<file path="src/rtl/digtal_tx_frame.sv">
// Byte FIFO feeding an 8N1 async serialiser (LSB first, idle-high line).
// Optional even-parity bit between D7 and STOP when DIGTAL_TX_PARITY_EN is defined.
module digtal_tx_frame #(
  parameter int CLOCK_Frequency = 29491200,
  parameter int BAUD_Digtal     = 921600,
  parameter int FIFO_Depth      = 16,
  parameter int Idle_Gap        = 0
) (
  input  logic                          Clock,
  input  logic                          Reset_n,
  input  logic [7:0]                    Tx_Data,
  input  logic                          Tx_Valid,
  output logic                          Tx_Ready,
  output logic                          Tx,
  output logic                          Busy,
  output logic [$clog2(FIFO_Depth):0]   FIFO_Level
);

  localparam int BIT_CYCLES = CLOCK_Frequency / BAUD_Digtal;
  localparam int CNT_W      = $clog2(BIT_CYCLES);
  localparam int PTR_W      = $clog2(FIFO_Depth);
  localparam int LVL_W      = PTR_W + 1;
  localparam logic [CNT_W-1:0] CNT_LAST = CNT_W'(BIT_CYCLES - 1);
  localparam logic [3:0]       GAP_LAST = 4'(Idle_Gap - 1);

`ifdef DIGTAL_TX_PARITY_EN
  typedef enum logic [2:0] {S_IDLE, S_START, S_DATA, S_PARITY, S_STOP, S_GAP} state_t;
`else
  typedef enum logic [2:0] {S_IDLE, S_START, S_DATA, S_STOP, S_GAP} state_t;
`endif

  logic [7:0]       r_mem [FIFO_Depth];
  logic [PTR_W-1:0] r_wr_ptr;
  logic [PTR_W-1:0] r_rd_ptr;
  logic [LVL_W-1:0] r_level;

  state_t           r_state;
  logic [CNT_W-1:0] r_cnt;
  logic [2:0]       r_bit;
  logic [3:0]       r_gap;
  logic [7:0]       r_shift;
  logic             r_launch;
  logic             r_tx;
`ifdef DIGTAL_TX_PARITY_EN
  logic             r_par;
`endif

  logic             w_push;
  logic             w_pop;
  logic             w_empty;
  logic             w_bit_end;
  logic             w_frame_done;
  logic [7:0]       w_rd_data;

  assign w_empty      = (r_level == '0);
  assign Tx_Ready     = (r_level != LVL_W'(FIFO_Depth));
  assign w_push       = Tx_Valid && Tx_Ready;
  // r_launch holds the counter for the one cycle between the IDLE pop and the start edge
  assign w_bit_end    = !r_launch && (r_cnt == CNT_LAST);
  assign w_frame_done = w_bit_end &&
                        (((r_state == S_STOP) && (Idle_Gap == 0)) ||
                         ((r_state == S_GAP) && (r_gap == GAP_LAST)));
  assign w_pop        = !w_empty && ((r_state == S_IDLE) || w_frame_done);
  assign w_rd_data    = r_mem[r_rd_ptr];

  assign Tx         = r_tx;
  assign Busy       = (r_state != S_IDLE) || !w_empty;
  assign FIFO_Level = r_level;

  always_ff @(posedge Clock) begin
    if (w_push) begin
      r_mem[r_wr_ptr] <= Tx_Data;
    end
  end

  always_ff @(posedge Clock or negedge Reset_n) begin
    if (!Reset_n) begin
      r_wr_ptr <= '0;
      r_rd_ptr <= '0;
      r_level  <= '0;
    end else begin
      if (w_push) r_wr_ptr <= r_wr_ptr + PTR_W'(1);
      if (w_pop)  r_rd_ptr <= r_rd_ptr + PTR_W'(1);
      case ({w_push, w_pop})
        2'b10:   r_level <= r_level + LVL_W'(1);
        2'b01:   r_level <= r_level - LVL_W'(1);
        default: r_level <= r_level;
      endcase
    end
  end

  always_ff @(posedge Clock or negedge Reset_n) begin
    if (!Reset_n) begin
      r_state  <= S_IDLE;
      r_cnt    <= '0;
      r_bit    <= '0;
      r_gap    <= '0;
      r_shift  <= '0;
      r_launch <= 1'b0;
      r_tx     <= 1'b1;
`ifdef DIGTAL_TX_PARITY_EN
      r_par    <= 1'b0;
`endif
    end else begin
      case (r_state)
        S_IDLE: begin
          if (w_pop) begin
            r_shift  <= w_rd_data;
`ifdef DIGTAL_TX_PARITY_EN
            r_par    <= ^w_rd_data;
`endif
            r_launch <= 1'b1;
            r_cnt    <= '0;
            r_state  <= S_START;
          end
        end
        S_START: begin
          if (r_launch) begin
            r_launch <= 1'b0;
            r_tx     <= 1'b0;
          end else if (w_bit_end) begin
            r_cnt   <= '0;
            r_bit   <= '0;
            r_tx    <= r_shift[0];
            r_state <= S_DATA;
          end else begin
            r_cnt <= r_cnt + CNT_W'(1);
          end
        end
        S_DATA: begin
          if (w_bit_end) begin
            r_cnt <= '0;
            if (r_bit == 3'd7) begin
`ifdef DIGTAL_TX_PARITY_EN
              r_tx    <= r_par;
              r_state <= S_PARITY;
`else
              r_tx    <= 1'b1;
              r_state <= S_STOP;
`endif
            end else begin
              r_bit   <= r_bit + 3'd1;
              r_shift <= {1'b0, r_shift[7:1]};
              r_tx    <= r_shift[1];
            end
          end else begin
            r_cnt <= r_cnt + CNT_W'(1);
          end
        end
`ifdef DIGTAL_TX_PARITY_EN
        S_PARITY: begin
          if (w_bit_end) begin
            r_cnt   <= '0;
            r_tx    <= 1'b1;
            r_state <= S_STOP;
          end else begin
            r_cnt <= r_cnt + CNT_W'(1);
          end
        end
`endif
        S_STOP: begin
          if (w_bit_end) begin
            r_cnt <= '0;
            if (Idle_Gap > 0) begin
              r_gap   <= '0;
              r_state <= S_GAP;
            end else if (w_pop) begin
              // back-to-back: start bit begins on the same edge the stop bit ends
              r_shift <= w_rd_data;
`ifdef DIGTAL_TX_PARITY_EN
              r_par   <= ^w_rd_data;
`endif
              r_tx    <= 1'b0;
              r_state <= S_START;
            end else begin
              r_state <= S_IDLE;
            end
          end else begin
            r_cnt <= r_cnt + CNT_W'(1);
          end
        end
        S_GAP: begin
          if (w_bit_end) begin
            r_cnt <= '0;
            if (r_gap == GAP_LAST) begin
              if (w_pop) begin
                r_shift <= w_rd_data;
`ifdef DIGTAL_TX_PARITY_EN
                r_par   <= ^w_rd_data;
`endif
                r_tx    <= 1'b0;
                r_state <= S_START;
              end else begin
                r_state <= S_IDLE;
              end
            end else begin
              r_gap <= r_gap + 4'd1;
            end
          end else begin
            r_cnt <= r_cnt + CNT_W'(1);
          end
        end
        default: begin
          r_state <= S_IDLE;
          r_tx    <= 1'b1;
        end
      endcase
    end
  end

endmodule

</file>
<file path="config.mk">
export PLATFORM = sky130hd
export DESIGN_NAME = digtal_tx_frame
export DESIGN_NICKNAME = d
export VERILOG_FILES = /design/src/rtl/digtal_tx_frame.sv
export SDC_FILE = /design/constraint.sdc
export NUM_CORES = 1
export LEC_CHECK = 0
export CAP_MARGIN = 30
export CORE_ASPECT_RATIO = 1.75
export CORE_MARGIN = 10
export CORE_UTILIZATION = 45
export DETAILED_ROUTE_END_ITERATION = 10
export GPL_TIMING_DRIVEN = 0
export PLACE_DENSITY = 0.6
export SLEW_MARGIN = 10
export SYNTH_ARGS = -nofsm -noshare
export SYNTH_HDL_FRONTEND = slang
export SYNTH_SLANG_ARGS = --single-unit
</file>
<file path="constraint.sdc">
create_clock -name Clock -period 3.3 [get_ports Clock]
set_input_delay 0.66 -clock Clock [delete_from_list [all_inputs] [get_ports Clock]]
set_output_delay 0.66 -clock Clock [all_outputs]
set_load 0.005 [all_outputs]
</file>
==> results of run 1 <==
through the flow:
stage / std cells / TNS [ns] / instance area, um^2
2_1_floorplan: 431 / 0 / 6990
3_3_place_gp: 635 / -0.0153 / 7400
3_5_place_dp: 641 / 0 / 7460
4_1_cts: 673 / 0 / 8110
5_1_grt: 677 / 0 / 8140
6_report: 677 / 0 / 8140
worst register-to-register path: stages, from the launching register on:
cell	delay (ns)
dfrtp_1	0.39
ha_1	0.20
and3_1	0.17
ha_1	0.20
nand3b_1	0.15
a22oi_4	0.26
ha_1	0.22
clkbuf_2	0.20
xor2_1	0.09
ha_1	0.22
o21a_1	0.17
o21ai_0	0.16
nand3b_1	0.09
a21oi_1	0.19
xnor2_1	0.13
state kept, by name, summed over array words and instances (netlist names):
| name | count |
|---|---|
| Tx | 1 |
| r_state | 2 |
| r_mem | 128 |
| r_wr_ptr | 4 |
| r_bit | 3 |
| r_shift | 8 |
| r_rd_ptr | 4 |
| r_cnt | 5 |
| FIFO_Level | 5 |
| r_launch | 1 |
power groups by stage:
stage	Clock [uW]	Combinational (uW)	Sequential, uW
2_1_floorplan	0	393	2520
3_5_place_dp	0	668	2540
6_report	2150	666	2490
4_1_cts	2190	671	2490
5_1_grt	2270	742	2510
3_3_place_gp	0	619	2530
layout make-up:
class / count / share of cell area, %
flip-flops and latches: 161 / 57.4
repair buffers: 28 / 3.07
clock inverters: 15 / 2.70
multi-input cells: 241 / 26.3
clock buffers: 17 / 5.23
well taps: 186 / 2.86
inverters: 9 / 0.415
plain buffers: 20 / 2.04
path summary, 6_finish.rpt:
path                                 end  slack [ns]  cells after the start      from
max in group asynchronous    r_rd_ptr[3]        2.48                      1   Reset_n
setup / recovery           FIFO_Level[4]        0.38                     14  r_cnt[0]
hold reg to reg                 r_cnt[3]        0.48                      1  r_cnt[3]
hold / removal             FIFO_Level[1]        0.31                      1   Reset_n
min in group Clock              r_cnt[3]        0.48                      1  r_cnt[3]
setup reg to reg           FIFO_Level[4]        0.38                     14  r_cnt[0]
layout by cell type (no fill, tap or decap), types with 3 or more instances in the layout:
cell / n
bufinv_16: 4
clkdlybuf4s50_1: 17
a22oi_1: 12
buf_6: 3
edfxtp_1: 128
buf_2: 8
buf_4: 10
mux4_1: 13
o311ai_1: 4
and2_1: 3
nand3b_1: 3
mux4_2: 7
dfrtp_1: 32
mux2i_1: 27
nand2_1: 29
inv_6: 4
clkbuf_1: 3
nor2b_1: 5
nor3_1: 3
clkbuf_16: 17
inv_1: 9
o21a_1: 7
mux2_2: 4
a21oi_1: 12
inv_8: 4
nand2b_1: 7
a22o_1: 5
o22ai_1: 6
a211oi_1: 5
nor2_1: 18
xnor2_1: 7
o21ai_0: 17
xor2_1: 6
nor3_2: 4
ha_1: 18
synth_stat cells, types with 2 or more instances:
cell / instances
nand2b_1: 7
mux2_2: 4
a21oi_1: 12
xor2_1: 6
nand2_1: 29
nor2_1: 18
buf_12: 2
inv_1: 9
o311ai_1: 4
nand3_1: 2
xnor2_1: 7
buf_2: 7
nor2b_1: 5
o22ai_1: 6
ha_1: 18
and2_1: 3
dfrtp_1: 32
a22oi_1: 12
edfxtp_1: 128
buf_8: 2
clkbuf_1: 4
o21ai_0: 17
a22o_1: 5
buf_6: 3
nor3_1: 7
o21a_1: 7
mux2i_1: 27
mux4_2: 7
mux4_1: 13
nand3b_1: 3
nand4_1: 2
a211oi_1: 5
layer usage:
metal | track usage [%] | vias up | wire length, um
met5 | 0 | - | 0
met4 | 7.45 | 0 | 505
met3 | 2.82 | 27 | 367
met2 | 26.8 | 52 | 8240
met1 | 15.6 | 1928 | 5450
li1 | - | 1775 | -
cells by family after synthesis:
kind of cell               Yosys count
muxes                               52
AOI/OAI and AO/OA                   78
buffers and inverters               29
and+or+nand+nor                     80
adders and majority gates           18
xor gates and xnor gates            13
DFF                                161
repair_timing:
action / 4_1_cts / 5_1_grt
buffers inserted: 0 / 3
setup endpoints to repair: 0 / 1
resized for setup: 0 / 2
==> out/metrics.csv, run 1 <==
metric,value,unit
die_x,114,um
hold_viol_final,0,
gr-total-overflow,0,
clock_latency,0.43,ns
grt_max_degree,34,
clkTransAtPathRegs,0.07,ns
fill_cells,1244,
cellLeakagePower,0.00309,uW
seq_area_frac_synth,66.8,%
critPathArrivalTime,3.27,ns
pin_count,19,
cts_hold_buf,0,
swShare,25.2,%
crit_path_max_incr_delay,0.39,ns
postSynth.asyncResetShare,20.5,%
totalWireLength,14.6,mm
routedWlPerCell,21.5,um
period_needed,2.92,ns
clockBufferDepth,2,
vias,3782,
track_usage,14.7,%
rows,60,
antenna_cells,0,
area.growth.synth_to_final,16.4,%
cts_tree,done,
seqCellArea,0.00467,mm^2
p_total,5310,uW
postSynthCellCount,431,
yosys.area_share.adder,3.22,%
final_nets,507,
synth_top_area_cell,edfxtp_1,
drc,0,
yosys_warnings,0,
multi_input_area,0.00214,mm^2
postRouteAntennaNets,0,
powerDensity,652,mW/mm^2
synthMuxAreaShare,11.8,%
maxSlewViolCount,0,
portBuffers,18,
slew_headroom,41.4,%
firstDrtPassIters,4,
drtIter0Drc,213,
synth_top_family_by_area,multiplexers,
drive_gt1_share,16.7,%
gp_congestion,0.817,
timing.final.ws_setup,0.383,ns
status,completed,
avgViaCountPerCell,5.59,
antenna_found_initial,0,
core,0.0153,mm^2
p_seq_share,46.9,%
end_kind,flop,
synth.distinct_cells,50,
finalCritPeriodShare,88.4,%
required,3.65,ns
crit_buf_inv,1,
slowest_stage,dfrtp_1,
ir_worst_vdd,0.000314,V
worst_path_dominant_cell_family,adder cells,
skew,0.00850,ns
comb_power_share,12.5,%
rsz0062_at_grt,false,
die_area,0.0211,mm^2
max_slew.worst_pin.slew,0.875,ns
htreeDepth,4,
criticalPathCategory,flop to flop,
ys_ff_latch,161,
ys_top_cells_by_area,"edfxtp_1 55%, dfrtp_1 11%, mux4_1 4.9%",
post_synth_and_or_nand_nor_area_fraction,5.60,%
synth-edff-count,128,
grt_first_pass_wirelength,23.4,mm
cp-start-kind,flop,
syn_nets,460,
cpMostUsedCell,ha_1,
synth_compound_area_share,8.09,%
postSynthAreaPerCell,16.2,um^2
hold_ws,0.307,ns
max_cap_violations,0,
synth_xor_area_share,1.63,%
final_util,53.2,%
grt_pass1_vias,4066,
die_h,185,um
synth_top_cell_area_share,55.0,%
hold_class,input pin to async pin,
clock_sinks,161,
path_cells,ha_1 > and3_1 > ha_1 > nand3b_1 > a22oi_4 > ha_1 > clkbuf_2 > xor2_1 > ha_1 > o21a_1 > o21ai_0 > nand3b_1 > a21oi_1 > xnor2_1,
fmax,343,MHz
initial_core_util,45.7,%
syn_area,0.00699,mm^2
internal_power,3970,uW
cts_buffers,17,
p_clk_share,40.6,%
cts_root_buffer,clkbuf_16,
switching_power,1340,uW
hpwlAfterDp,10.2,mm
pre_cts_slack,0.134,ns
worst-path-max-fanout,7,
report.final.setup_viol,0,
synth-main-ff-cell,edfxtp_1,
Power figures use the tool's default switching activity.
==> run 2, diff against run 1 <==
--- a/config.mk
+++ b/config.mk
@@ -7,12 +7,11 @@
 export LEC_CHECK = 0
 export CAP_MARGIN = 30
 export CORE_ASPECT_RATIO = 1.75
-export CORE_MARGIN = 10
 export CORE_UTILIZATION = 45
 export DETAILED_ROUTE_END_ITERATION = 10
-export GPL_TIMING_DRIVEN = 0
 export PLACE_DENSITY = 0.6
 export SLEW_MARGIN = 10
 export SYNTH_ARGS = -nofsm -noshare
 export SYNTH_HDL_FRONTEND = slang
 export SYNTH_SLANG_ARGS = --single-unit
+export TNS_END_PERCENT = 100
==> out/metrics.csv, run 2 (same netlist as run 1, synthesis figures left out) <==
metric,value,unit,change
criticalPathCategory,flop to flop,,unchanged
largest-register,r_mem,,unchanged
clock_latency,0.42,ns,was 0.43 ns
cellLeakagePower,0.00299,uW,was 0.00309 uW
core,0.0151,mm^2,was 0.0153 mm^2
firstDrtPassIters,4,,unchanged
slowest_stage,ha_1,,was dfrtp_1
cts_tree,done,,unchanged
place_area,0.00740,mm^2,was 0.00746 mm^2
worst_path_dominant_cell_family,adder cells,,unchanged
antenna_found_initial,0,,unchanged
rsz0062_at_grt,false,,unchanged
hold_viol_final,0,,unchanged
drive_gt1_share,14.1,%,was 16.7%
max_cap_violations,0,,unchanged
maxSlewViolCount,0,,unchanged
slew_headroom,41.3,%,was 41.4%
clkTransAtPathRegs,0.07,ns,about the same
switching_power,1240,uW,was 1340 uW
gp_congestion,0.737,,was 0.817
largest_reg_flops,128,,unchanged
die_h,167,um,was 185 um
status,completed,,unchanged
crit_buf_inv,0,,was 1
wl_met3,363,um,was 367 um
totalWireLength,13.6,mm,was 14.6 mm
pin_count,19,,unchanged
grt_pass1_vias,3941,,was 4066
swShare,25.1,%,was 25.2%
tns,0,ns,unchanged
drtIter0Drc,213,,unchanged
powerDensity,622,mW/mm^2,was 652 mW/mm^2
final_common_cell,edfxtp_1,,unchanged
rows,59,,was 60
area.growth.synth_to_final,13.7,%,was 16.4%
cts_buffers,17,,unchanged
portBuffers,18,,unchanged
avgViaCountPerCell,5.65,,was 5.59
worst-path-max-fanout,8,,was 7
p_clk_share,36.8,%,was 40.6%
cpMostUsedCell,ha_1,,unchanged
path_cells,ha_1 > and3_1 > ha_1 > nand3b_1 > a22oi_4 > ha_1 > xor2_1 > ha_1 > o21a_1 > o21ai_0 > nand3b_1 > a21oi_1 > xnor2_1,,was ha_1 > and3_1 > ha_1 > nand3b_1 > a22oi_4 > ha_1 > clkbuf_2 > xor2_1 > ha_1 > o21a_1 > o21ai_0 > nand3b_1 > a21oi_1 > xnor2_1
period_needed,2.96,ns,was 2.92 ns
critPathArrivalTime,3.31,ns,was 3.27 ns
finalCritPeriodShare,89.8,%,was 88.4%
cts-resized-gates,0,,unchanged
end_kind,flop,,unchanged
wl_met1,5.13,mm,was 5.45 mm
final_cell_mix,"128 x edfxtp_1, 31 x dfrtp_1, 29 x nand2_1",,"was 128 x edfxtp_1, 32 x dfrtp_1, 29 x nand2_1"
routedWlPerCell,20.4,um,was 21.5 um
die_x,96.2,um,was 114 um
wl_met2,7.74,mm,was 8.24 mm
vias,3752,,was 3782
required,3.65,ns,about the same
comb_power_share,11.7,%,was 12.5%
max_slew.worst_pin.slew,0.880,ns,was 0.875 ns
postRouteAntennaNets,0,,unchanged
clockBufferDepth,2,,unchanged
antenna_cells,0,,unchanged
top_layer,met4,,unchanged
grt_first_pass_wirelength,21.2,mm,was 23.4 mm
die_area,0.0161,mm^2,was 0.0211 mm^2
grt_max_degree,34,,unchanged
top_regs,"r_mem: 128 flops, r_shift: 8 flops",,unchanged
fill_cells,1244,,unchanged
clock_sinks,161,,unchanged
skew,0.0135,ns,was 0.00850 ns
hold_class,flop to flop,,was input pin to async pin
hpwlAfterDp,9.55,mm,was 10.2 mm
final_cell_area,0.00795,mm^2,was 0.00814 mm^2
report.final.setup_viol,0,,unchanged
final_nets,497,,was 507
post-cts-setup-buffers,0,,unchanged
drc,0,,unchanged
track_usage,18.4,%,was 14.7%
htreeDepth,4,,unchanged
cts_root_buffer,clkbuf_16,,unchanged
internal_power,3700,uW,was 3970 uW
p_seq_share,51.6,%,was 46.9%
fmax,337,MHz,was 343 MHz
cts_hold_buf,0,,unchanged
initial_core_util,46.4,%,was 45.7%
gr-total-overflow,0,,unchanged
hold_ws,0.477,ns,was 0.307 ns
cp-start-kind,flop,,unchanged
ir_worst_vdd,0.000415,V,was 0.000314 V
crit_path_max_incr_delay,0.41,ns,was 0.39 ns
[run 2: layout make-up]
class,instances,area (um^2),share of cell area (%)
inverters,9,33.8,0.425
repair buffers,38,343,4.31
well taps,183,229,2.88
flip-flops and latches,161,4670,58.8
clock inverters,13,114,1.43
multi-input cells,241,2120,26.7
clock buffers,19,433,5.45
[run 2: stage by stage]
step	worst slack (ns)	instances	utilization, %	power, uW
2_1_floorplan	0.480	431	-	2910
3_3_place_gp	0.459	632	49.1	3150
3_5_place_dp	0.330	632	49.1	3180
4_1_cts	0.325	664	52.8	4980
5_1_grt	0.135	664	52.8	5130
6_report	0.336	664	52.8	4940
[run 2: power groups by stage]
stage          registers [uW]  clock network (uW)  logic [uW]
2_1_floorplan            2520                   0         393
3_3_place_gp             2580                   0         567
3_5_place_dp             2590                   0         588
4_1_cts                  2550                1840         590
5_1_grt                  2570                1920         640
6_report                 2550                1820         577
[run 2: worst register-to-register path, cell delays in order, from the launching register on]
cell and delay [ns]:
dfrtp_1 0.39, ha_1 0.21, and3_1 0.17, ha_1 0.18
nand3b_1 0.14, a22oi_4 0.29, ha_1 0.41, xor2_1 0.12
ha_1 0.23, o21a_1 0.17, o21ai_0 0.16, nand3b_1 0.10
a21oi_1 0.18, xnor2_1 0.14
[run 2: final timing paths]
check	startpoint	to	slack, ns	depth (start not counted)
max	r_cnt[0]	FIFO_Level[4]	0.34	13
min	r_cnt[3]	r_cnt[3]	0.48	1
max reg2reg	r_cnt[0]	FIFO_Level[4]	0.34	13
min reg2reg	r_cnt[3]	r_cnt[3]	0.48	1
max in group asynchronous	Reset_n	Tx	2.31	2
min in group asynchronous	Reset_n	FIFO_Level[2]	0.64	2
[run 2: metal layers]
metal	vias to the layer above	track usage [%]
li1	1759	-
met1	1916	19.2
met2	59	34.3
met3	18	4.02
met4	0	7.40
met5	-	0
==> run 3, diff against run 2 <==
--- a/config.mk
+++ b/config.mk
@@ -8,6 +8,7 @@
 export CAP_MARGIN = 30
 export CORE_ASPECT_RATIO = 1.75
 export CORE_UTILIZATION = 45
+export CTS_BUF_LIST = sky130_fd_sc_hd__clkbuf_4 sky130_fd_sc_hd__clkbuf_8
 export DETAILED_ROUTE_END_ITERATION = 10
 export PLACE_DENSITY = 0.6
 export SLEW_MARGIN = 10
==> out/metrics.csv, run 3 (same netlist as run 1, synthesis figures left out) <==
metric,value,unit,change
status,completed,,unchanged
rows,59,,unchanged
grt_first_pass_wirelength,21.2,mm,about the same
drtIter0Drc,199,,was 213
powerDensity,573,mW/mm^2,was 622 mW/mm^2
report.final.setup_viol,0,,unchanged
criticalPathCategory,flop to flop,,unchanged
hold_class,flop to flop,,unchanged
cts_tree,done,,unchanged
avgViaCountPerCell,5.60,,was 5.65
area.growth.synth_to_final,11.0,%,was 13.7%
finalCritPeriodShare,90.2,%,was 89.8%
required,3.66,ns,was 3.65 ns
max_cap_violations,0,,unchanged
top_regs,"r_mem: 128 flops, r_shift: 8 flops",,unchanged
cts_buffers,17,,unchanged
fmax,336,MHz,was 337 MHz
skew,0.0150,ns,was 0.0135 ns
cellLeakagePower,0.00291,uW,was 0.00299 uW
p_total,4450,uW,was 4940 uW
die_x,96.2,um,unchanged
grt_max_degree,34,,unchanged
initial_core_util,46.4,%,unchanged
fin_cells,664,,unchanged
cts_root_buffer,clkbuf_8,,was clkbuf_16
cp-start-kind,flop,,unchanged
postRouteAntennaNets,0,,unchanged
routedWlPerCell,20.4,um,about the same
pin_count,19,,unchanged
critPathArrivalTime,3.34,ns,was 3.31 ns
drive_gt1_share,14.6,%,was 14.1%
end_kind,flop,,unchanged
max_slew.worst_pin.slew,0.910,ns,was 0.880 ns
largest_reg_flops,128,,unchanged
portBuffers,18,,unchanged
firstDrtPassIters,5,,was 4
track_usage,18.3,%,was 18.4%
placed_cells,632,,unchanged
die_h,167,um,unchanged
slew_headroom,39.3,%,was 41.3%
final_common_cell,edfxtp_1,,unchanged
period_needed,2.98,ns,was 2.96 ns
final_cell_mix,"128 x edfxtp_1, 31 x dfrtp_1, 29 x nand2_1",,unchanged
clockBufferDepth,2,,unchanged
post-cts-setup-buffers,0,,unchanged
totalWireLength,13.5,mm,was 13.6 mm
gr-total-overflow,0,,unchanged
antenna_found_initial,0,,unchanged
htreeDepth,4,,unchanged
grt_pass1_vias,3967,,was 3941
die_area,0.0161,mm^2,unchanged
tns,0,ns,unchanged
worst-path-max-fanout,8,,unchanged
clkTransAtPathRegs,0.09,ns,was 0.07 ns
cts-resized-gates,0,,unchanged
core,0.0151,mm^2,unchanged
cts_hold_buf,0,,unchanged
clock_latency,0.44,ns,was 0.42 ns
antenna_cells,0,,unchanged
drc,0,,unchanged
vias,3719,,was 3752
hold_viol_final,0,,unchanged
fill_cells,1267,,was 1244
maxSlewViolCount,0,,unchanged
largest-register,r_mem,,unchanged
ir_worst_vdd,0.000295,V,was 0.000415 V
clock_sinks,161,,unchanged
final_nets,497,,unchanged
gp_congestion,0.737,,unchanged
hpwlAfterDp,9.55,mm,unchanged
rsz0062_at_grt,false,,unchanged
## run 3: cell counts in the layout (fill, tap and decap cells not counted)
No cell type changed its count.
## run 3: area by class of cell
cell class / count / area, um^2 / share of cell area, %
sequential: 161 / 4670 / 60.2
timing repair buffer: 38 / 343 / 4.42
inverter: 9 / 33.8 / 0.435
clock buffer: 19 / 249 / 3.21
clock inverter: 13 / 114 / 1.47
multi-input combinational: 241 / 2120 / 27.3
tap: 183 / 229 / 2.95
## run 3: per-stage QoR
step | instance area (um^2) | hold slack [ns] | utilization, % | worst slack [ns]
finish | 7760 | 0.480 | 51.5 | 0.324
global route | 7760 | 0.515 | 51.5 | 0.129
CTS | 7760 | 0.488 | 51.5 | 0.319
detailed placement | 7400 | 0.470 | 49.1 | 0.330
global placement | 7400 | 0.460 | 49.1 | 0.459
floorplan | 6990 | 0.364 | - | 0.480
## run 3: critical path, stage by stage, from the launching register on
cell	delay, ns
dfrtp_1	0.40
ha_1	0.21
and3_1	0.17
ha_1	0.18
nand3b_1	0.14
a22oi_4	0.29
ha_1	0.41
xor2_1	0.12
ha_1	0.23
o21a_1	0.17
o21ai_0	0.16
nand3b_1	0.10
a21oi_1	0.19
xnor2_1	0.14
## run 3: path summary, 6_finish.rpt
kind,start,end,slack [ns],cells after the start
setup / recovery,r_cnt[0],FIFO_Level[4],0.32,13
hold / removal,r_cnt[3],r_cnt[3],0.48,1
setup reg to reg,r_cnt[0],FIFO_Level[4],0.32,13
hold reg to reg,r_cnt[3],r_cnt[3],0.48,1
max in group asynchronous,Reset_n,Tx,2.33,2
min in group asynchronous,Reset_n,FIFO_Level[2],0.62,2
## run 3: where the power goes
| group | internal, uW | total [uW] | switching [uW] |
|---|---|---|---|
| logic | 256 | 575 | 319 |
| registers | 2410 | 2550 | 139 |
| clock network | 613 | 1330 | 713 |
| total | 3280 | 4450 | 1170 |
## run 3: layer usage
metal  track usage [%]  wire length [um]  up-vias
met5                 0                 0        -
li1                  -                 -     1755
met3              3.93               385       19
met4              7.33               328        0
met1              19.1              5120     1875
met2              34.1              7720       70
